==> config.mk <==
export PLATFORM = sky130hd
export DESIGN_NAME = uart_tx_drain_flat
export DESIGN_NICKNAME = d
export VERILOG_FILES = /design/src/rtl/uart_tx_drain_pkg.sv /design/src/rtl/uart_tx_drain_if.sv /design/src/rtl/uart_tx_drain_baud_counter.sv /design/src/rtl/uart_tx_drain.sv /design/src/flat_wrapper.sv
export SDC_FILE = /design/constraint.sdc
export NUM_CORES = 1
export LEC_CHECK = 0
export BUFFER_PORTS_ARGS = -buffer_cell sky130_fd_sc_hd__buf_4
export CAP_MARGIN = 5
export CORE_ASPECT_RATIO = 1.25
export CORE_UTILIZATION = 65
export CTS_BUF_LIST = sky130_fd_sc_hd__clkbuf_8
export DETAILED_ROUTE_END_ITERATION = 16
export PLACE_DENSITY = 0.86
export SLEW_MARGIN = 40
export SYNTH_ARGS = -nofsm -noshare
export SYNTH_HDL_FRONTEND = slang
export SYNTH_SLANG_ARGS = --single-unit
==> constraint.sdc <==
create_clock -name clk -period 3.7 [get_ports clk]
set_input_delay 0.185 -clock clk [delete_from_list [all_inputs] [get_ports clk]]
set_output_delay 0.185 -clock clk [all_outputs]
set_load 0.01 [all_outputs]
==> src/rtl/uart_tx_drain_pkg.sv <==
// Shared definitions for the UART transmit path: the frame FSM encoding,
// default timing parameters and the frame-length helper. The future
// receive side is expected to import this package as well.
package uart_tx_drain_pkg;

    // 2-bit encoding for the frame FSM (IDLE=0, START=1, DATA=2, STOP=3)
    typedef enum logic [1:0] {
        IDLE  = 2'd0,
        START = 2'd1,
        DATA  = 2'd2,
        STOP  = 2'd3
    } tx_state_t;

    localparam int DEFAULT_BITS        = 8;
    localparam int DEFAULT_CLK_PER_BIT = 868;  // 100 MHz / 115200 baud
    localparam int DEFAULT_CNT_WIDTH   = 10;

    // Cycles after reset release during which the FIFO empty flag is not trusted
    localparam int HOLDOFF_CYCLES = 2;

    // Bit periods in one 8N1 frame: start + data bits + stop
    function automatic int frame_bits(input int bits);
        return bits + 2;
    endfunction

    localparam int FRAME_BITS = frame_bits(DEFAULT_BITS);

endpackage

==> src/rtl/uart_tx_drain_if.sv <==
// Handshake bundle between the byte FIFO, the transmit drain and the line.
// The master modport is the drain itself: it owns the pop strobe and the
// serial outputs; the slave modport is the FIFO/line side.
interface uart_tx_drain_if
    import uart_tx_drain_pkg::*;
#(
    parameter int Bits = DEFAULT_BITS
);

    logic            fifo_empty;
    logic [Bits-1:0] fifo_dout;
    logic            fifo_rd;
    logic            tx;
    logic            tx_busy;
    logic            tx_done;

    modport master (
        input  fifo_empty,
        input  fifo_dout,
        output fifo_rd,
        output tx,
        output tx_busy,
        output tx_done
    );

    modport slave (
        output fifo_empty,
        output fifo_dout,
        input  fifo_rd,
        input  tx,
        input  tx_busy,
        input  tx_done
    );

endinterface

==> src/rtl/uart_tx_drain_baud_counter.sv <==
// Bit-period counter. Counts 0..ClkPerBit-1 and wraps, raising bit_tick
// during the last cycle of each bit period. 'clear' holds it at zero so a
// new frame always starts on a fresh bit boundary.
module uart_baud_counter
    import uart_tx_drain_pkg::*;
#(
    parameter int ClkPerBit = DEFAULT_CLK_PER_BIT,
    parameter int CntWidth  = DEFAULT_CNT_WIDTH
) (
    input  logic clk,
    input  logic reset,
    input  logic clear,
    output logic bit_tick
);

    localparam logic [CntWidth-1:0] LastCount = CntWidth'(ClkPerBit - 1);

    // A one-cycle bit period would let the FSM re-sample the FIFO before
    // its empty flag reflects the pop, so reject it at elaboration.
    if (ClkPerBit < 2) begin : g_bad_clk_per_bit
        $error("uart_baud_counter: ClkPerBit must be at least 2");
    end

    if ((2 ** CntWidth) <= ClkPerBit) begin : g_bad_cnt_width
        $error("uart_baud_counter: CntWidth too narrow for ClkPerBit");
    end

    logic [CntWidth-1:0] count;

    // Free-running bit-period count, wrapping on every bit boundary
    always_ff @(posedge clk) begin
        if (reset || clear) begin
            count <= '0;
        end else if (count == LastCount) begin
            count <= '0;
        end else begin
            count <= count + CntWidth'(1);
        end
    end

    assign bit_tick = (count == LastCount);

endmodule

==> src/rtl/uart_tx_drain.sv <==
// Transmit drain: pops bytes from the FIFO one at a time and shifts each
// out as an 8N1 frame (start, data LSB first, stop). The line idles high,
// the pop strobe fires exactly once per frame and only when the FIFO
// reports data, and the empty flag is ignored for a short holdoff after
// reset while the FIFO initialises.
module uart_tx_drain
    import uart_tx_drain_pkg::*;
#(
    parameter int Bits      = DEFAULT_BITS,
    parameter int ClkPerBit = DEFAULT_CLK_PER_BIT,
    parameter int CntWidth  = DEFAULT_CNT_WIDTH
) (
    input  logic clk,
    input  logic reset,
    uart_tx_drain_if.master bus
);

    localparam int                  IdxWidth    = (Bits > 1) ? $clog2(Bits) : 1;
    localparam logic [IdxWidth-1:0] LastIdx     = IdxWidth'(Bits - 1);
    localparam logic [1:0]          HoldoffDone = 2'(HOLDOFF_CYCLES);

    tx_state_t           state, state_next;
    logic [Bits-1:0]     shift_reg, shift_next;
    logic [IdxWidth-1:0] bit_idx, bit_idx_next;
    logic [1:0]          holdoff_cnt, holdoff_next;
    logic                tx_reg, tx_next;
    logic                rd_reg, rd_next;
    logic                busy_reg, busy_next;
    logic                done_reg, done_next;
    logic                holdoff_done;
    logic                baud_clear;
    logic                bit_tick;

    assign holdoff_done = (holdoff_cnt == HoldoffDone);

    // Keeping the counter cleared while idle makes the start bit begin a full period
    assign baud_clear = (state == IDLE);

    uart_baud_counter #(
        .ClkPerBit (ClkPerBit),
        .CntWidth  (CntWidth)
    ) u_baud (
        .clk      (clk),
        .reset    (reset),
        .clear    (baud_clear),
        .bit_tick (bit_tick)
    );

    // FSM state register
    always_ff @(posedge clk) begin
        if (reset) begin
            state <= IDLE;
        end else begin
            state <= state_next;
        end
    end

    // Next-state and next-output logic; all outputs are registered so the
    // pop strobe, line and busy flag change together on the frame-start edge
    always_comb begin
        state_next   = state;
        shift_next   = shift_reg;
        bit_idx_next = bit_idx;
        tx_next      = tx_reg;
        rd_next      = 1'b0;
        busy_next    = busy_reg;
        done_next    = 1'b0;
        holdoff_next = holdoff_done ? holdoff_cnt : holdoff_cnt + 2'd1;

        case (state)
            IDLE: begin
                tx_next = 1'b1;
                if (holdoff_done && !bus.fifo_empty) begin
                    shift_next   = bus.fifo_dout;
                    bit_idx_next = '0;
                    rd_next      = 1'b1;
                    tx_next      = 1'b0;
                    busy_next    = 1'b1;
                    state_next   = START;
                end
            end
            START: begin
                if (bit_tick) begin
                    tx_next      = shift_reg[0];
                    bit_idx_next = '0;
                    state_next   = DATA;
                end
            end
            DATA: begin
                if (bit_tick) begin
                    if (bit_idx == LastIdx) begin
                        tx_next    = 1'b1;
                        state_next = STOP;
                    end else begin
                        shift_next   = shift_reg >> 1;
                        tx_next      = shift_next[0];
                        bit_idx_next = bit_idx + IdxWidth'(1);
                    end
                end
            end
            STOP: begin
                if (bit_tick) begin
                    tx_next    = 1'b1;
                    busy_next  = 1'b0;
                    done_next  = 1'b1;
                    state_next = IDLE;
                end
            end
            default: begin
                state_next = IDLE;
            end
        endcase
    end

    // Datapath and output registers; reset drops any in-flight byte and restarts the holdoff
    always_ff @(posedge clk) begin
        if (reset) begin
            shift_reg   <= '0;
            bit_idx     <= '0;
            holdoff_cnt <= '0;
            tx_reg      <= 1'b1;
            rd_reg      <= 1'b0;
            busy_reg    <= 1'b0;
            done_reg    <= 1'b0;
        end else begin
            shift_reg   <= shift_next;
            bit_idx     <= bit_idx_next;
            holdoff_cnt <= holdoff_next;
            tx_reg      <= tx_next;
            rd_reg      <= rd_next;
            busy_reg    <= busy_next;
            done_reg    <= done_next;
        end
    end

    assign bus.tx      = tx_reg;
    assign bus.fifo_rd = rd_reg;
    assign bus.tx_busy = busy_reg;
    assign bus.tx_done = done_reg;

endmodule
==> src/flat_wrapper.sv <==
// flat-port wrapper written by rule: the top's interface ports become plain ports
module uart_tx_drain_flat import uart_tx_drain_pkg::*;
#(
    parameter int Bits      = DEFAULT_BITS,
    parameter int ClkPerBit = DEFAULT_CLK_PER_BIT,
    parameter int CntWidth  = DEFAULT_CNT_WIDTH
)
  (clk, reset, bus_fifo_empty, bus_fifo_dout, bus_fifo_rd, bus_tx, bus_tx_busy, bus_tx_done);
  uart_tx_drain_if #(.Bits(Bits)) bus_i ();
  input  logic clk;
  input  logic reset;
  input wire logic [$bits(bus_i.fifo_empty)-1:0] bus_fifo_empty;
  input wire logic [$bits(bus_i.fifo_dout)-1:0] bus_fifo_dout;
  output wire logic [$bits(bus_i.fifo_rd)-1:0] bus_fifo_rd;
  output wire logic [$bits(bus_i.tx)-1:0] bus_tx;
  output wire logic [$bits(bus_i.tx_busy)-1:0] bus_tx_busy;
  output wire logic [$bits(bus_i.tx_done)-1:0] bus_tx_done;
  assign bus_i.fifo_empty = bus_fifo_empty;
  assign bus_i.fifo_dout = bus_fifo_dout;
  assign bus_fifo_rd = bus_i.fifo_rd;
  assign bus_tx = bus_i.tx;
  assign bus_tx_busy = bus_i.tx_busy;
  assign bus_tx_done = bus_i.tx_done;
  uart_tx_drain #(.Bits(Bits), .ClkPerBit(ClkPerBit), .CntWidth(CntWidth)) u_core (.clk(clk), .reset(reset), .bus(bus_i));
endmodule
==> impl_metrics.json <==
{
  "die_h_um": 55.9,
  "nFillCells": 160,
  "clock.fmax_mhz": 413,
  "die_x_um": 45.2,
  "stdcell_count": 203,
  "grt_pass1_vias": 1147,
  "die_area_mm2": 0.00253,
  "drtAntennaViolNets": 0,
  "reg2reg_slack_ns": 1.28,
  "grt_util_all_layers_pct": 25.0,
  "synth-xor-area-share_pct": 5.21,
  "dp.cells": 194,
  "path_max_fanout": 19,
  "min_delay_worst_endpoint": "u_core.shift_reg[5]",
  "area_growth_pct": 11.8,
  "hp-class": "primary input to register",
  "clock_tree.root_cell": "clkbuf_8",
  "cts.repair.resized": 0,
  "ys_async_sr_fraction_pct": 0,
  "synth_cells": 157,
  "vias_per_cell": 5.82,
  "grt_first_pass_wirelength_mm": 4.60,
  "critical_path.max_stage_delay_ns": 0.65,
  "cap_violations": 0,
  "synth_top_family_by_area": "compound AO/OA/AOI/OAI gates",
  "final_cell_mix": "29 x dfxtp_1, 16 x nor2_1, 15 x buf_4, 11 x a21oi_1, 11 x nand2_1",
  "synth-seq-cells": 29,
  "final_nets": 192,
  "drive_gt1_share_pct": 18.0,
  "antenna_found_initial": 0,
  "clkTransAtPathRegs_ns": 0.06,
  "start_util_pct": 69.2,
  "dr.pass1.iters": 4,
  "hpwlAfterDp_mm": 1.96,
  "synthSimpleGateAreaFrac_pct": 17.4,
  "syn_nets": 178,
  "postCtsHoldBufs": 0,
  "h-tree-depth": 2,
  "powerDensity_mw_per_mm2": 678,
  "wl_per_cell_um": 13.7,
  "leakagePower_nw": 0.682,
  "diodes": 0,
  "worst_ir_drop_vdd_uv": 496,
  "tritoncts": "done",
  "utilization_pct": 77.3,
  "slew_headroom_pct": 50.6,
  "rsz0062_at_grt": "false",
  "r2r-end": "u_core.shift_reg[4]",
  "period_needed_ns": 2.42,
  "synth_cell_type_count": 44,
  "place.gp.congestion": 0.845,
  "setup_tns_ns": 0,
  "status": "complete, no violations",
  "core_area_mm2": 0.00219,
  "port_buffers": 14,
  "worst_clock_skew_ns": 0.00445,
  "hp-start": "reset",
  "r2r-start": "u_core.state[0]",
  "multiInputGateArea_um2": 825,
  "finalHoldViolCount": 0,
  "largest_register_ffs": 10,
  "grt_max_degree": 20,
  "synth-seq-area-share_pct": 38.4,
  "worstMarginPinSlew_ns": 0.741,
  "synth_compound_area_share_pct": 18.4,
  "crit_type": "register to register",
  "total_power_mw": 1.15,
  "cp_slowest_cell": "ha_1",
  "num_rows": 19,
  "clk_latency_ns": 0.28,
  "clkSinkCount": 29,
  "crit_path_cell_trace": "inv_1 -> ha_1 -> nand2b_1 -> o41ai_4 -> buf_4 -> a21oi_1 -> a311oi_1",
  "hold_ws_ns": 0.216,
  "synth_top_flop_cell": "dfxtp_1",
  "syn_area_per_cell_um2": 9.64,
  "setup_viol": 0,
  "synth_edf_count": 0,
  "start_kind": "register",
  "synth_fa_ha_area_share_pct": 8.27,
  "critPathRequiredTime_ns": 3.89,
  "ys_warn_count": 0,
  "regArea_um2": 581,
  "drc": 0,
  "mostFrequentLayoutCell": "dfxtp_1",
  "synth_area_mm2": 0.00151,
  "endpoint_kind": "register",
  "clock_path_buffers": 2,
  "io_pins": 15,
  "slew_violations": 0,
  "routed_wl_mm": 2.79,
  "drt-initial-drc-count": 25,
  "synthMuxAreaShare_pct": 5.29,
  "postCtsSetupBuffers": 0,
  "num_vias": 1182,
  "min_path_cells": 2,
  "period_share_pct": 65.5,
  "cp_data_arrival_time_ns": 2.61,
  "overflow": 0,
  "reg2regPathDepth": 7,
  "cts_buffers": 5
}
==> cell usage after synthesis, drive strengths merged (2+ instances only) <==
library cell,count,share of area [%]
mux2i,8,5.3
a211o,2,1.2
nand2,11,2.7
o31ai,2,0.99
nand2b,2,0.83
ha,10,8.3
nor3,2,0.66
inv,8,2.0
a21oi,11,3.6
buf,5,3.5
clkbuf,3,1.4
nor2,16,4.0
nand4,2,0.83
and3,4,1.7
xor2,8,4.6
a311oi,7,4.9
or3,3,1.6
nand3,3,0.99
dfxtp,29,38
o32ai,2,1.2
==> cell type report <==
type | count | share of cell area [%]
Clock buffer | 7 | 5.70
Clock inverter | 1 | 0.296
Inverter | 9 | 2.00
Multi-Input combinational cell | 111 | 48.7
Sequential cell | 29 | 34.3
Tap cell | 31 | 2.29
Timing Repair Buffer | 15 | 6.66
==> worst max-delay path: cells and delay by family (launching register included) <==
family                     cells  cell delay, ns
AOI/OAI and AO/OA              3            0.76
adders and majority gates      1            0.65
buffers and inverters          2            0.38
DFF                            1            0.35
and+or+nand+nor                1            0.19
==> where the power goes <==
group | switching [mW] | leakage (nW) | internal, mW
Clock | 0.117 | 0.0542 | 0.168
Sequential | 0.0423 | 0.236 | 0.379
Combinational | 0.255 | 0.391 | 0.188
==> routing by layer <==
layer	part of all wire [%]	GRT usage, %	wire, µm	up-vias
met1	42	27.3	1170	559
met4	2.5	13.9	70	0
met3	3.8	8.44	106	8
met2	52	40.6	1450	20
li1	-	-	-	595
met5	0	0	0	-
==> metrics by stage <==
stage	setup slack (ns)	instance area (µm²)
final	1.28	1690
after detailed placement	1.20	1580
after global placement	1.32	1580
after floorplan	1.80	1510
after CTS	1.11	1680
after global routing	1.05	1690
==> cells by family (layout without fill, tap and decap cells) <==
| kind of cell | after synthesis | in the layout |
|---|---|---|
| mux | 8 | 8 |
| buf+inv | 17 | 32 |
| flops | 29 | 29 |
| fa+ha+maj | 10 | 10 |
| simple gates | 51 | 51 |
| compound gates | 33 | 33 |
| xor+xnor | 9 | 9 |
==> worst max path at each step <==
| stage | start | cells after the start | slack, ns | endpoint |
|---|---|---|---|---|
| after floorplan | u_core.state[0] | 7 | 1.80 | u_core.state[0] |
| final | u_core.state[0] | 7 | 1.28 | u_core.shift_reg[4] |
| after global routing | u_core.state[0] | 7 | 1.05 | u_core.shift_reg[2] |
| after CTS | u_core.state[0] | 6 | 1.11 | u_core.shift_reg[4] |
| after detailed placement | u_core.state[0] | 6 | 1.20 | u_core.shift_reg[5] |
| after global placement | u_core.state[0] | 6 | 1.32 | u_core.shift_reg[5] |
No activity file was read; power rests on OpenSTA's default activity.
